**src/rtl/freq_div_scheduler.sv**
```systemverilog
// Round-robin owner of a shared FreqDivider: stop, settle, load divisor, run until released.
// Every output is a flop; the always_comb block only computes next values.
module freq_div_scheduler #(
    parameter int NUM_REQ       = 4,
    parameter int DIV_WIDTH     = 32,
    parameter int SETTLE_CYCLES = 2
) (
    input  logic                         Clk,
    input  logic                         Reset,
    input  logic [NUM_REQ-1:0]           Req,
    input  logic [NUM_REQ*DIV_WIDTH-1:0] DivReq,
    output logic [NUM_REQ-1:0]           Grant,
    output logic                         Running,
    output logic [NUM_REQ-1:0]           IllegalReq,
    output logic [DIV_WIDTH-1:0]         DivDin,
    output logic                         DivConfig,
    output logic                         DivEnable
);
    localparam int IW = (NUM_REQ > 1) ? $clog2(NUM_REQ) : 1;
    localparam int CW = $clog2(SETTLE_CYCLES + 1);

    typedef enum logic [1:0] {S_IDLE, S_DISABLE, S_CONFIG, S_RUN} state_t;

    state_t               state, nxt_state;
    logic [IW-1:0]        ptr, nxt_ptr;
    logic [IW-1:0]        owner, nxt_owner;
    logic [CW-1:0]        cnt, nxt_cnt;
    logic [DIV_WIDTH-1:0] div_lat, nxt_div;
    logic [NUM_REQ-1:0]   nxt_grant, nxt_illegal, eligible;
    logic                 nxt_running, nxt_config, nxt_enable;
    logic [DIV_WIDTH-1:0] nxt_din;
    logic [DIV_WIDTH-1:0] div_of [NUM_REQ];
    logic                 found;
    logic [IW-1:0]        pick, ptr_inc;

    for (genvar i = 0; i < NUM_REQ; i++) begin : g_div
        assign div_of[i]      = DivReq[i*DIV_WIDTH +: DIV_WIDTH];
        assign eligible[i]    = Req[i] & (div_of[i] >= DIV_WIDTH'(2));
        assign nxt_illegal[i] = Req[i] & (div_of[i] <  DIV_WIDTH'(2));
    end

    assign ptr_inc = (int'(owner) == NUM_REQ - 1) ? '0 : owner + 1'b1;

    // First eligible index at or above the pointer, wrapping around.
    always_comb begin
        int t;
        found = 1'b0;
        pick  = '0;
        for (int j = 0; j < NUM_REQ; j++) begin
            t = int'(ptr) + j;
            if (t >= NUM_REQ) t = t - NUM_REQ;
            if (!found && eligible[t]) begin
                found = 1'b1;
                pick  = IW'(t);
            end
        end
    end

    always_comb begin
        nxt_state   = state;
        nxt_ptr     = ptr;
        nxt_owner   = owner;
        nxt_cnt     = cnt;
        nxt_div     = div_lat;
        nxt_grant   = Grant;
        nxt_din     = DivDin;
        nxt_running = 1'b0;
        nxt_config  = 1'b0;
        nxt_enable  = 1'b0;
        case (state)
            S_IDLE: begin
                nxt_grant = '0;
                if (found) begin
                    nxt_owner       = pick;
                    nxt_div         = div_of[pick];
                    nxt_grant[pick] = 1'b1;
                    nxt_cnt         = '0;
                    nxt_state       = S_DISABLE;
                end
            end
            S_DISABLE: begin
                if (cnt == CW'(SETTLE_CYCLES - 1)) begin
                    nxt_state  = S_CONFIG;
                    nxt_config = 1'b1;
                    nxt_din    = div_lat;
                end else begin
                    nxt_cnt = cnt + 1'b1;
                end
            end
            S_CONFIG, S_RUN: begin
                nxt_state   = S_RUN;
                nxt_running = 1'b1;
                nxt_enable  = 1'b1;
            end
            default: nxt_state = S_IDLE;
        endcase
        // Release overrides everything, so an aborted sequence never pulses ConfigDiv.
        if (state != S_IDLE && !Req[owner]) begin
            nxt_state   = S_IDLE;
            nxt_grant   = '0;
            nxt_running = 1'b0;
            nxt_config  = 1'b0;
            nxt_enable  = 1'b0;
            nxt_din     = DivDin;
            nxt_ptr     = ptr_inc;
        end
    end

    always_ff @(posedge Clk or negedge Reset) begin
        if (!Reset) begin
            state      <= S_IDLE;
            ptr        <= '0;
            owner      <= '0;
            cnt        <= '0;
            div_lat    <= '0;
            Grant      <= '0;
            Running    <= 1'b0;
            IllegalReq <= '0;
            DivDin     <= '0;
            DivConfig  <= 1'b0;
            DivEnable  <= 1'b0;
        end else begin
            state      <= nxt_state;
            ptr        <= nxt_ptr;
            owner      <= nxt_owner;
            cnt        <= nxt_cnt;
            div_lat    <= nxt_div;
            Grant      <= nxt_grant;
            Running    <= nxt_running;
            IllegalReq <= nxt_illegal;
            DivDin     <= nxt_din;
            DivConfig  <= nxt_config;
            DivEnable  <= nxt_enable;
        end
    end
endmodule

```
**config.mk**
```make
export PLATFORM = sky130hd
export DESIGN_NAME = freq_div_scheduler
export DESIGN_NICKNAME = d
export VERILOG_FILES = /design/src/rtl/freq_div_scheduler.sv
export SDC_FILE = /design/constraint.sdc
export NUM_CORES = 1
export LEC_CHECK = 0
export CORE_MARGIN = 2
export CORE_UTILIZATION = 48
export CTS_CLUSTER_SIZE = 14
export DETAILED_ROUTE_END_ITERATION = 16
export PLACE_DENSITY = 0.87
export SYNTH_ARGS = -nofsm -noshare
export SYNTH_HDL_FRONTEND = slang
export SYNTH_SLANG_ARGS = --single-unit
```
**constraint.sdc**
```tcl
create_clock -name Clk -period 3.7 [get_ports Clk]
set_input_delay 0.74 -clock Clk [delete_from_list [all_inputs] [get_ports Clk]]
set_output_delay 0.74 -clock Clk [all_outputs]
set_load 0.005 [all_outputs]
```
== After elaboration in Yosys (flattened, before gate mapping) ==
Index checks and enable logic that the tools add are counted.
Cells by class
  add/sub/neg operators: 9
  magnitude comparators: 20
  equality and inequality tests: 9
  multiplexer cells: 47
  bitwise logic cells: 10
  reduce and logical (&&, ||, !) cells: 18
Operators by type and width (count)
  two-way mux 32 bit: 6
  greater-or-equal comparator 32 x 2 -> 1 bit (second input constant): 4
  less-than comparator 32 x 2 -> 1 bit (second input constant): 4
  less-than comparator 32 x 4 -> 1 bit (second input constant): 4
  binary-select mux 32 bit (select 2 bit): 1
  two-way mux 2 bit: 10
  two-way mux 1 bit: 19
  greater-or-equal comparator 3 bit (second input constant): 4
  two-way mux 4 bit: 3
  subtractor 3 x 3 -> 4 bit (second input constant): 3
  binary-select mux 1 bit (select 2 bit): 5
  bitwise AND 1 bit: 8
  adder 2 x 2 -> 3 bit (second input constant): 2
  == test 2 x 1 -> 1 bit (second input constant): 3
  less-than comparator 2 x 3 -> 1 bit (second input constant): 2
  inequality test 3 bit (second input constant): 2
  case mux 2 bit (3 select lines): 1
  AND reduction 3 bit: 2
  nonzero test 2 bit: 3
  logical AND 1 bit: 5
  adder 2 x 1 -> 2 bit (second input constant): 2
  == test 2 bit (second input constant): 2
  logical NOT 1 bit: 4
  inequality test 2 bit (second input constant): 2
  other kinds (11): 12
Storage, ports and cells
  register bits after elaboration: 82
  input port bits: 134
  output and inout port bits: 43
  logic and storage cells: 123

== Depth between registers and ports, before layout ==
  depth in word-level cells: 22
  depth in mapped cells: 9
  mapped depth without buffers: 7

== Worst setup path after synthesis ==
OpenSTA, ideal clock, no wires.
  path kind: input-to-reg
  from: input DivReq[52]
  to: register div_lat[20]
  library setup time: 123 ps
  arrival time: 2800 ps
  required time: 3577 ps
  setup slack: 778 ps
  stages on the path: 8
  buffers on the path: 1
  cells stage by stage: nor4_1 -> nand4_1 -> o311a_1 -> o31a_2 -> nor2_8 -> buf_6 -> mux2_1 -> o221a_1
On the way
  cells in the longest elaborated chain, start to end: 19
  elaborated cells on any way between the ends: 33
  those cells by class: order compare (1); mux (23); bitwise (2); reduce/logical (7)
RTL lines
  start, declared: line 11  | input logic [NUM_REQ*DIV_WIDTH-1:0] DivReq,
  greater-or-equal comparator 32 x 2 -> 1 bit: line 38  | assign eligible[i] = Req[i] & (div_of[i] >= DIV_WIDTH'(2));
  bitwise AND 1 bit: line 38
  binary-select mux 1 bit (select 2 bit): line 52  | if (!found && eligible[t]) begin
  two-way mux 1 bit (implied by the code) (2 in a row): line 52
  two-way mux 1 bit: line 52
  logical NOT 1 bit: line 52
  logical AND 1 bit: line 52
  two-way mux 1 bit: line 52
  logical NOT 1 bit: line 52
  logical AND 1 bit: line 52
  two-way mux 1 bit: line 52
  logical NOT 1 bit: line 52
  logical AND 1 bit: line 52
  two-way mux 2 bit: line 52
  inverter 2 -> 3 bit (implied by the code): line 75  | nxt_div = div_of[pick];
  binary-select mux 32 bit (select 2 bit): line 75
  two-way mux 32 bit (implied by the code) (2 in a row): line 75
  end signal, assigned: line 127  | div_lat <= nxt_div;
  end, declared: line 28  | logic [DIV_WIDTH-1:0] div_lat, nxt_div;
Several ways; a longest one is shown, not always the timed one. The select of a mux whose other input is x is not followed.
A chain may end at the register's enable or synchronous reset.

== Worst setup path after layout ==
  from: input DivReq[52]
  to: register div_lat[6]
On the way
  cells in the longest elaborated chain, start to end: 19
  elaborated cells on any way between the ends: 33
  those cells by class: order compare (1); mux (23); bitwise (2); reduce/logical (7)
RTL lines (line)
  greater-or-equal comparator 32 x 2 -> 1 bit (*): 38
  bitwise AND 1 bit (*): 38
  binary-select mux 1 bit (select 2 bit): 52
  two-way mux 1 bit (implied by the code) (2 in a row): 52
  two-way mux 1 bit: 52
  logical NOT 1 bit: 52
  logical AND 1 bit: 52
  two-way mux 1 bit: 52
  logical NOT 1 bit: 52
  logical AND 1 bit: 52
  two-way mux 1 bit: 52
  logical NOT 1 bit: 52
  logical AND 1 bit: 52
  two-way mux 2 bit: 52
  inverter 2 -> 3 bit (implied by the code): 75
  binary-select mux 32 bit (select 2 bit): 75
  two-way mux 32 bit (implied by the code) (2 in a row): 75
Every way passes the cells marked *; elsewhere a longest branch is shown, timed or not. The select of a mux whose other input is x is not followed.

==> results.json <==
{
  "postSynthNetCount": 620,
  "finalWeightedCongestion": 0.999,
  "grt_pass1_wl_um": 25400,
  "synth_edf_count": 0,
  "async_flop_share_pct": 100,
  "die_width_um": 102,
  "path_cells": "clkdlybuf4s50_1, nor4_1, nand4_1, buf_4, o31ai_2, nor3b_1, a211o_1, nand2_1, o221a_1",
  "share_of_synthesized_area_occupied_by_flip_flops_and_latches_pct": 44.7,
  "post_drt_wl_per_cell_um": 21.0,
  "die_h_um": 102,
  "grt_start_max_net_pins": 83,
  "synthDominantAreaCellType": "dfrtp_1",
  "final_core_util_pct": 72.8,
  "maxSlewHeadroom_pct": 24.4,
  "cts_tree": "yes",
  "postSynthAreaPerCell_um2": 9.49,
  "dp_hpwl_um": 12600,
  "status": "complete, no violations",
  "worst_pin_slew_ns": 1.13,
  "io_buffer_count": 176,
  "cap_viol_max_count": 0,
  "worst_path_dominant_cell_family": "simple AND/OR/NAND/NOR gates",
  "cp.required_ns": 3.94,
  "finish.cell_count_without_fillers": 787,
  "critPathLaunchType": "primary input",
  "worst_setup_hold_path_clk_slew_ns": 0.09,
  "max_freq_ghz": 0.292,
  "synth_largest_type_area_fraction_pct": 44.7,
  "cts_setup_buffers": 0,
  "synth.top_cells.by_count": "nand2_1, dfrtp_1, o21ai_0",
  "critical_path.slowest_cell": "clkdlybuf4s50_1",
  "synth.lib_cells_used.distinct": 44,
  "netlist_top_cells_area": "dfrtp_1, nand2_1, o221a_1",
  "leakage_power_summed_over_all_cells_uw": 0.00267,
  "initial_cell_density_of_the_core_pct": 49.7,
  "area_inside_the_core_boundary_um2": 9240,
  "cts_buffers": 9,
  "drt-vias-per-instance": 6.06,
  "post-route-drc-count": 0,
  "via_count": 4768,
  "fin_worst_skew_ns": 0.0137,
  "cp_num_buf_inv": 2,
  "postCtsHoldBufs": 0,
  "drtAntennaViolNets": 0,
  "hold_violations": 0,
  "placedCellCount": 771,
  "worst_ir_drop_vdd_mv": 0.457,
  "finalHoldWorstSlack_ns": 0.480,
  "clk_root_buf": "clkbuf_8",
  "yosys_most_used_dff": "dfrtp_1",
  "cp_class": "primary input to flop",
  "io-pin-count": 177,
  "synthMostInstantiatedCell": "nand2_1",
  "critical_path.endpoint_type": "flop",
  "num_rows": 35,
  "first_pass_iters": 5,
  "numnets_final": 789,
  "post-layout-total-power_uw": 4570,
  "power_density_nw_per_um2": 679,
  "cts.htree.levels": 3,
  "synth_seq_cells": 82,
  "count_of_instances_resized_after_the_clock_tree_is_built": 0,
  "clockBufferDepth": 2,
  "cp_data_arrival_time_ns": 3.66,
  "grt_usage_pct": 32.1,
  "count_of_fill_cells_added_during_filler_insertion": 695,
  "synth.cell_area_um2": 4590,
  "number_of_antenna_violations_at_the_first_check_in_global_routing": 0,
  "antennaDiodeCount": 0,
  "yosys_warnings": 0,
  "drt_iter0_markers": 239,
  "timing.critical_path.slowest_cell_delay_ns": 0.43,
  "syn_inst": 484,
  "die_area_um2": 10400,
  "worst_hold_path_type": "flop to flop",
  "clk-insertion-delay-late_ns": 0.35,
  "final.min_clock_period_ns": 3.42,
  "flow.area_growth_from_synthesis_pct": 46.5,
  "share_of_the_clock_period_used_by_the_worst_path_after_layout_pct": 92.6,
  "finalMaxSlewViolations": 0,
  "grt_pass1_vias": 4759,
  "rsz_0062_raised_after_global_routing": "false",
  "cp_max_fo": 8,
  "drt-total-wl_um": 16500,
  "layout-drive-gt1-share_pct": 8.97,
  "tritoncts_num_sinks": 82,
  "finalSetupViolCount": 0,
  "gr-total-overflow": 0
}
-- worst reg2reg max path: stages, from the launching register on --
cell,delay (ns)
dfrtp_1,0.50
and3_1,0.20
o31a_1,0.15
o31ai_4,0.65
buf_4,0.31
nand3_1,0.09
nand4_1,0.11
o221a_1,0.17
-- path summary, 6_finish.rpt --
| kind | depth (start not counted) | slack, ns | from | to |
|---|---|---|---|---|
| hold reg to reg | 2 | 0.48 | DivDin[28] | DivDin[28] |
| min in group asynchronous | 1 | 0.52 | Reset | DivDin[17] |
| setup reg to reg | 7 | 1.47 | ptr[1] | div_lat[3] |
| max in group asynchronous | 1 | 2.46 | Reset | div_lat[28] |
| hold / removal | 2 | 0.48 | DivDin[28] | DivDin[28] |
| setup / recovery | 9 | 0.28 | DivReq[52] | div_lat[6] |
-- registers in the layout (all words and copies together), names as in the netlist --
| name | cells |
|---|---|
| Grant | 4 |
| state | 2 |
| ptr | 2 |
| div_lat | 32 |
| cnt | 2 |
| DivConfig | 1 |
| DivDin | 32 |
| IllegalReq | 4 |
| DivEnable | 1 |
| owner | 2 |
-- power breakdown --
group	total, uW	leakage [uW]	switching, uW	internal [uW]
Clock	695	0.000102	343	351
Combinational	2300	0.00158	1120	1180
Sequential	1580	0.000987	262	1310
-- cells in the final DEF, fill, tap and decap left out, types with 11 or more instances in the layout --
master and n:
nand4_1 37, nand3_1 32, dfrtp_1 82, mux2_1 25
nand2_1 109, nor4_1 32, clkdlybuf4s50_1 175, o21ai_0 38
clkbuf_8 11, buf_4 16, o221a_1 29
-- logic make-up after synthesis --
logic type                 synth area share, %
DFF                                       44.7
and+or+nand+nor                           24.9
buffers and inverters                     4.69
adders and majority gates                0.545
muxes                                     8.83
AOI/OAI and AO/OA                         16.3
-- cell type report --
cell class	count	area (um2)	share of cell area [%]
timing repair buffer	194	1930	28.7
sequential	82	2050	30.5
multi-input combinational	358	2340	34.8
clock inverter	5	62.6	0.930
inverter	8	30.0	0.446
clock buffer	11	151	2.25
tap	129	161	2.40
-- layer usage --
layer | track usage [%] | vias to the layer above | part of all wire [%]
li1 | - | 2160 | -
met3 | 4.72 | 35 | 6.9
met2 | 53.8 | 238 | 50
met4 | 12.4 | 0 | 3.1
met5 | 0 | - | 0
met1 | 42.3 | 2335 | 40
-- metrics by stage --
stage	instance area [um2]	setup WS [ns]	setup TNS, ns
final	6730	0.275	0
after global placement	6510	0.0442	0
after CTS	6730	0.340	0
after detailed placement	6510	-0.0227	-0.0957
after global routing	6730	0.141	0
after floorplan	4590	0.778	0
Power figures use the tool's default switching activity.
